### src/rtl/seven_seg_scan_driver.sv
// seven_seg_scan_driver: time-multiplexed 4-digit 7-segment scan with anti-ghosting blank window
module seven_seg_scan_driver #(
    parameter int REFRESH_DIV  = 100000,
    parameter int BLANK_CYCLES = 1000
) (
    input  logic        clk,
    input  logic        rst_n,
    input  logic [15:0] value_i,
    input  logic [3:0]  dp_i,
    input  logic        load_i,
    input  logic        en_i,
    output logic        sel_A,
    output logic        sel_B,
    output logic [6:0]  seg_n,
    output logic        dp_n
);
    localparam int CW = $clog2(REFRESH_DIV);
    localparam logic [CW-1:0] BLANK_LAST = CW'(BLANK_CYCLES - 1);
    localparam logic [CW-1:0] SLOT_LAST  = CW'(REFRESH_DIV - 1);

    typedef enum logic [1:0] {IDLE, BLANK, SHOW} state_t;

    state_t          state_q, state_d;
    logic [CW-1:0]   cnt_q, cnt_d;
    logic [1:0]      idx_q, idx_d;
    logic [15:0]     shadow_val_q;
    logic [3:0]      shadow_dp_q;
    logic [3:0]      nib;
    logic [6:0]      hex;

    // Next-state: dark idle, blank window, lit remainder of slot; disable always wins
    always_comb begin
        state_d = state_q;
        cnt_d   = cnt_q;
        idx_d   = idx_q;
        case (state_q)
            IDLE: begin
                cnt_d = '0;
                idx_d = '0;
                if (en_i) state_d = BLANK;
            end
            BLANK: begin
                cnt_d = cnt_q + 1'b1;
                if (cnt_q == BLANK_LAST) state_d = SHOW;
            end
            SHOW: begin
                cnt_d   = (cnt_q == SLOT_LAST) ? '0 : cnt_q + 1'b1;
                idx_d   = (cnt_q == SLOT_LAST) ? idx_q + 1'b1 : idx_q;
                state_d = (cnt_q == SLOT_LAST) ? BLANK : SHOW;
            end
            default: begin
                state_d = IDLE;
                cnt_d   = '0;
                idx_d   = '0;
            end
        endcase
        if (!en_i) begin
            state_d = IDLE;
            cnt_d   = '0;
            idx_d   = '0;
        end
    end

    // Scan state registers
    always_ff @(posedge clk or negedge rst_n) begin
        if (!rst_n) begin
            state_q <= IDLE;
            cnt_q   <= '0;
            idx_q   <= '0;
        end else begin
            state_q <= state_d;
            cnt_q   <= cnt_d;
            idx_q   <= idx_d;
        end
    end

    // Shadow copy of the display value, loadable regardless of scan state
    always_ff @(posedge clk or negedge rst_n) begin
        if (!rst_n) begin
            shadow_val_q <= '0;
            shadow_dp_q  <= '0;
        end else if (load_i) begin
            shadow_val_q <= value_i;
            shadow_dp_q  <= dp_i;
        end
    end

    // Hex-to-segment decode of the selected nibble (gfedcba, active low)
    always_comb begin
        nib = shadow_val_q[{idx_q, 2'b00} +: 4];
        case (nib)
            4'h0: hex = 7'h40;
            4'h1: hex = 7'h79;
            4'h2: hex = 7'h24;
            4'h3: hex = 7'h30;
            4'h4: hex = 7'h19;
            4'h5: hex = 7'h12;
            4'h6: hex = 7'h02;
            4'h7: hex = 7'h78;
            4'h8: hex = 7'h00;
            4'h9: hex = 7'h10;
            4'hA: hex = 7'h08;
            4'hB: hex = 7'h03;
            4'hC: hex = 7'h46;
            4'hD: hex = 7'h21;
            4'hE: hex = 7'h06;
            default: hex = 7'h0E;
        endcase
    end

    assign {sel_A, sel_B} = idx_q;
    assign seg_n          = (state_q == SHOW) ? hex : 7'h7F;
    assign dp_n           = (state_q == SHOW) ? ~shadow_dp_q[idx_q] : 1'b1;
endmodule

### config.mk
export PLATFORM = sky130hd
export DESIGN_NAME = seven_seg_scan_driver
export DESIGN_NICKNAME = d
export VERILOG_FILES = /design/src/rtl/seven_seg_scan_driver.sv
export SDC_FILE = /design/constraint.sdc
export NUM_CORES = 1
export LEC_CHECK = 0
export CAP_MARGIN = 25
export CORE_MARGIN = 1
export CORE_UTILIZATION = 40
export CTS_CLUSTER_DIAMETER = 200
export DETAILED_ROUTE_END_ITERATION = 7
export PLACE_DENSITY = 0.7
export REMOVE_ABC_BUFFERS = 1
export SLEW_MARGIN = 25
export SYNTH_ARGS = -nofsm -noshare
export SYNTH_HDL_FRONTEND = slang
export SYNTH_SLANG_ARGS = --single-unit
### constraint.sdc
create_clock -name clk -period 2.9 [get_ports clk]
set_input_delay 0.435 -clock clk [delete_from_list [all_inputs] [get_ports clk]]
set_output_delay 0.435 -clock clk [all_outputs]
set_load 0.02 [all_outputs]
==> run summary <==
outcome: completed
RePlAce Congestion: 0.779
fin crit share: 96.2%
ANT nets after route: 0
CTS Buf Count: 5
RSZ-0062 raised after global routing: false
critical path peak fanout: 5
wire length on met3: 219 microns
hold_ws: 0.101 ns
Antenna Cells: 0
clk sinks: 41
Routed WL: 5.30 mm
IO Pins: 34
Met1 Wirelength: 2.50 mm
Comb power frac: 31.8%
Crit path arrival time: 2.35 ns
Initial DRC Count: 123
Pre-antenna DRT Iters: 5
worst vdd ir: 0.216 mV
Vias: 1841
core area: 5540 sq um
final core utilization: 52.2%
fraction of layout cells with a size suffix above 1: 21.1%
endpoints failing setup: 0
Tmin final: 2.79 ns
TritonCTS clock tree: yes
clock slew at reported path FFs: 0.08 ns
Buf/Inv on CP: 2
drt via density: 5.61
Least-Margin Pin Slew: 0.530 ns
net switching power: 0.000526 W
Internal: 0.000997 W
hold buffer count at cts: 0
sequential area share after synthesis: 44.3%
Critical Path, Cell by Cell: mux4_2 > buf_4 > ha_1 > a211oi_1 > a211o_1 > clkdlybuf4s15_1
syn_area_per_cell: 10.9 sq um
Yosys reg bits: 41
Flop pwr share: 43.7%
DR top layer: met4
die height: 78.1 microns
register area: 1030 sq um
vias in the first global route: 1808
Crit path largest cell delay: 0.59 ns
placed cell count: 313
distinct cell type count after synthesis: 43
grt ovf: 0
Gate Count Post-Synth: 212
Layout Skew: 0.00281 ns
PortBufs: 33
fin. max-slew vios: 0
crit end category: primary output
setup TNS: 0 ns
Clock Latency Late Sink: 0.30 ns
post-DR wirelength/cell: 16.2 microns
multi-input logic area: 1260 sq um
drt drc: 0
Slew HR: 64.7%
final std cells w/o fill: 328
initial antenna violation count: 0
HPWL Detailed: 3.47 mm
H-tree depth: 2
Fillers: 503
max_cap viols: 0
first-pass GRT wire length: 9.34 mm
pre-CTS setup slack: 0.0583 ns
Post-Syn Area: 2320 sq um
initial core utilization: 41.8%
clock tree root driver cell: clkbuf_8
crit path kind: flop to primary output
total of warnings raised by yosys: 0
largest net degree at the start of global routing: 42
Die X: 78.1 microns
commonest cells after routing, fill and taps aside: dfrtp_1 (41), clkdlybuf4s50_1 (25), mux2_2 (21), nor2_1 (15)
Final Hold Viols: 0
# rows: 27
worst-case clock buffer depth: 2
cell family with most CP delay: multiplexers
met2 wire length: 2.45 mm
Worst R2R Setup Slack: 0.66 ns
setup ws final: 0.111 ns
Sw Ratio: 34.5%
commonest non-fill, non-tap cell in the layout: dfrtp_1
die area: 6100 sq um
Critical Path Slowest Stage Cell: mux4_2
Final #Nets: 290
leak pwr: 1.14 nW
Area Growth Syn to Fin: 24.8%
Power Dens Cells: 527 nW/um^2
type of origin of the critical path: flop
Clk network pwr share: 24.5%
Peak Freq: 0.359 GHz
min-delay worst type: primary input to async pin
gr usage total: 19.9%
Critical Path RT: 2.47 ns
==> power groups by stage <==
stage	registers, W	clock network [W]	logic (W)
after global routing	0.000674	0.000419	0.000539
after CTS	0.000663	0.000390	0.000484
after global placement	0.000668	0	0.000488
final	0.000665	0.000373	0.000485
after detailed placement	0.000668	0	0.000496
after floorplan	0.000654	0	0.000320
==> kinds of logic (layout without fill, tap and decap cells) <==
family                     count (synthesis)  in the layout  synth area share [%]
DFF                                       41             41                  44.3
adders and majority gates                 11             11                  5.94
AOI/OAI and AO/OA                         40             40                  12.1
muxes                                     30             32                  16.8
xor gates and xnor gates                   8              8                  3.03
buffers and inverters                     20             62                  3.62
and+or+nand+nor                           62             62                  14.2
==> through the flow <==
stage / total power (W) / instance area [sq um]
2_1_floorplan: 0.000974 / 2270
3_3_place_gp: 0.00116 / 2730
3_5_place_dp: 0.00116 / 2730
4_1_cts: 0.00154 / 2880
5_1_grt: 0.00163 / 2890
6_report: 0.00152 / 2890
==> state kept, by name, indices dropped and copies added, names as in the netlist <==
signal        count
cnt_q            17
idx_q             2
shadow_dp_q       4
shadow_val_q     16
state_q           2
==> cell usage after synthesis, drive strengths merged <==
library cell  count  share of area, %
a311o             1              0.43
mux4              5               4.9
or4               5               1.6
a32oi             1              0.38
nor2b             2              0.54
o41a              1              0.49
a21o              1              0.32
nand3             7               1.5
nand3b            1              0.32
nor4              2              0.81
a211o             1              0.38
dfrtp            41                44
inv              11               1.8
a21oi            11               2.4
nor3              4              0.86
nor2             15               2.4
xnor2             4               1.5
o31ai             3              0.97
nand2            10               1.6
or4b              1              0.43
a211oi            2              0.65
o21ai             8               1.7
a31o              1              0.38
a31oi             3              0.81
nand4             6               1.6
o2111ai           1              0.38
xor2              4               1.5
a311oi            2              0.76
mux2i             4               1.7
mux2             21                10
ha               11               5.9
o31a              1              0.38
and2              2              0.54
or3               4               1.1
clkbuf            6              0.97
a2111oi           1              0.38
o211ai            1              0.92
o311ai            1              0.38
and3              3              0.81
buf               3              0.86
==> path summary, 6_finish.rpt <==
| check | startpoint | endpoint | cells past startpoint |
|---|---|---|---|
| max | idx_q[0]$_DFFE_PN0P_ | seg_n[4] | 6 |
| min | rst_n | shadow_val_q[15]$_DFFE_PN0P_ | 1 |
| max reg2reg | cnt_q[5]$_DFF_PN0_ | cnt_q[4]$_DFF_PN0_ | 4 |
| min reg2reg | cnt_q[0]$_DFF_PN0_ | cnt_q[0]$_DFF_PN0_ | 1 |
| max in group asynchronous | rst_n | state_q[0]$_DFFE_PN0P_ | 1 |
| min in group clk | cnt_q[0]$_DFF_PN0_ | cnt_q[0]$_DFF_PN0_ | 1 |
==> timing repair <==
| item | CTS | global route |
|---|---|---|
| gates resized for setup | 10 | 11 |
| buffers inserted | 3 | 2 |
| gates cloned | 2 | 0 |
| setup endpoints to repair | 7 | 5 |
| hold endpoints to repair | 0 | 0 |
==> final cells by class <==
cell class,count,area share [%]
Timing Repair Buffer,43,13.4
Clock buffer,5,2.38
Multi-Input combinational cell,153,43.5
Clock inverter,3,0.606
Inverter,11,1.43
Tap cell,72,3.12
Sequential cell,41,35.5
==> layer usage <==
metal / track usage (%) / vias up
met5: 0 / -
met4: 8.52 / 0
met3: 4.42 / 12
met2: 29.9 / 43
met1: 27.8 / 906
li1: - / 880
Power figures use the tool's default switching activity.
==> edit, RTL diff (config.mk and constraints unchanged) <==
Register the inputs `value_i`, `dp_i`, `load_i` and `en_i` before use, cleared by the reset. The logic sees them one clock later.
--- a/src/rtl/seven_seg_scan_driver.sv
+++ b/src/rtl/seven_seg_scan_driver.sv
@@ -21,4 +21,23 @@
     typedef enum logic [1:0] {IDLE, BLANK, SHOW} state_t;
 
+    logic [15:0] value_q;
+    logic [3:0] dp_q;
+    logic load_q;
+    logic en_q;
+
+    always_ff @(posedge clk or negedge rst_n) begin
+        if (!rst_n) begin
+            value_q <= '0;
+            dp_q    <= '0;
+            load_q  <= '0;
+            en_q    <= '0;
+        end else begin
+            value_q <= value_i;
+            dp_q    <= dp_i;
+            load_q  <= load_i;
+            en_q    <= en_i;
+        end
+    end
+
     state_t          state_q, state_d;
     logic [CW-1:0]   cnt_q, cnt_d;
@@ -38,5 +57,5 @@
                 cnt_d = '0;
                 idx_d = '0;
-                if (en_i) state_d = BLANK;
+                if (en_q) state_d = BLANK;
             end
             BLANK: begin
@@ -55,5 +74,5 @@
             end
         endcase
-        if (!en_i) begin
+        if (!en_q) begin
             state_d = IDLE;
             cnt_d   = '0;
@@ -80,7 +99,7 @@
             shadow_val_q <= '0;
             shadow_dp_q  <= '0;
-        end else if (load_i) begin
-            shadow_val_q <= value_i;
-            shadow_dp_q  <= dp_i;
+        end else if (load_q) begin
+            shadow_val_q <= value_q;
+            shadow_dp_q  <= dp_q;
         end
     end
Behaviour: no difference found for any inputs over 10 cycles, from zero or initial values and one cycle with rst_n low; that may be too few to reach the edited logic, so the function may still have changed.
==> edit against the original RTL <==
- sequential power rose by 48%
- wire length down 0.68%
- cell area increased by 24%
- hold slack gained 0.040 ns
- non-clock buffer count rose by 7
- total power up 46%
- clock skew up 0.0049 ns
- area after synthesis increased by 24%
- sequential share of layout area is 8.4 points higher
- die area is 23% higher
- synthesized cell count increased by 9.9%
- fmax grew 0.23%
- sequential cell count up 22
- setup slack better by 0.0064 ns
- largest cell class is now sequential cells
- largest power group unchanged
==> edit: results (changes against the original RTL) <==
| Metric | Value |
|---|---|
| Aggregate global-route resource usage | 16.6% (was 19.9%) |
| Synth cell types | 49 (was 43) |
| R2R Path Start | state_q[0]$_DFFE_PN0P_ (was cnt_q[5]$_DFF_PN0_) |
| Clk sink count | 63 (was 41) |
| WL met2 | 2.43 mm (was 2.45 mm) |
| Initial DRC count | 97 (was 123) |
| Clock power frac | 36.2% (was 24.5%) |
| Vias per inst | 4.99 (was 5.61) |
| HPWL Detailed | 3.58 mm (was 3.47 mm) |
| Static Leakage | 0.00148 uW (was 0.00114 uW) |
| CP max FO | 6 (was 5) |
| Largest stage delay, worst path | 0.56 ns (was 0.59 ns) |
| ClkCell Share | 5.84% (was 2.99%) |
| Grt met3 use | 4.29% (was 4.42%) |
| Post-CTS sizing | 14 (was 10) |
| Placer Congestion | 0.842 (was 0.779) |
| Grt met1 use | 22.3% (was 27.8%) |
| DRT Wirelength | 5.27 mm (was 5.30 mm) |
| DR WL met3 | 216 um (was 219 um) |
| Sequential share of cell area | 43.9% (was 35.5%) |
| Tap Cells | 96 (was 72) |
| Non-Filler Instances | 382 (was 328) |
| DP Worst Slack | 0.0678 ns (was 0.0583 ns) |
| Logic inverters | 7 (was 11) |
| Syn_area_per_cell | 12.3 um^2 (was 10.9 um^2) |
| Reg power frac | 44.3% (was 43.7%) |
| Peak supply drop | 275 uV (was 216 uV) |
| Worst Hold Margin | 0.141 ns (was 0.101 ns) |
| Synth top cells by count | dfrtp_1 (63), mux2_2 (20), nor2_1 (19) (was dfrtp_1 (41), mux2_2 (21), nor2_1 (15)) |
| R2R setup slack | 0.77 ns (was 0.66 ns) |
| Latest clock arrival within the worst-skew pair | 0.34 ns (was 0.30 ns) |
| R2r worst-path depth | 6 (was 4) |
| Routing usage on met2 | 24.8% (was 29.9%) |
| Top Family by Delay on Critical Path | buffers and inverters (was multiplexers) |
| Worst R2R End | cnt_q[6]$_DFF_PN0_ (was cnt_q[4]$_DFF_PN0_) |
| H-tree depth | 3 (was 2) |
| Net Switching | 613 uW (was 526 uW) |
| M1 WL | 2.50 mm (about the same) |
| DR pass1 iterations | 4 (was 5) |
| Status | completed (unchanged) |
| DP Area | 0.00329 mm^2 (was 0.00273 mm^2) |
| Bufs w/o clock | 50 (was 43) |
| Largest net degree at the start of global routing | 33 (was 42) |
## edit: cell types whose count changed after synthesis, sizes merged, moves of 3 or more
cell   change
or4        -4
nor2       +4
nand2      +3
inv        -4
and4       +5
dfrtp     +22
## edit: worst max-delay path by stage
stage | endpoint | slack, ns | depth (start not counted)
2_1_floorplan | seg_n[0] | 0.23 | 6
3_3_place_gp | seg_n[0] | 0.11 | 6
3_5_place_dp | seg_n[0] | 0.07 | 6
4_1_cts | seg_n[3] | 0.006 | 6
5_1_grt | seg_n[4] | 0.003 | 6
6_report | seg_n[4] | 0.12 | 7
## edit: cells by family (layout without fill, tap and decap cells)
| logic type | after synthesis | after routing | synth area share, % |
|---|---|---|---|
| DFF | 63 | 63 | 55.0 |
| buffers and inverters | 19 | 72 | 3.06 |
| AOI/OAI and AO/OA | 33 | 33 | 7.64 |
| xor gates and xnor gates | 11 | 11 | 3.36 |
| adders and majority gates | 11 | 11 | 4.80 |
| muxes | 29 | 29 | 13.4 |
| and+or+nand+nor | 67 | 67 | 12.8 |
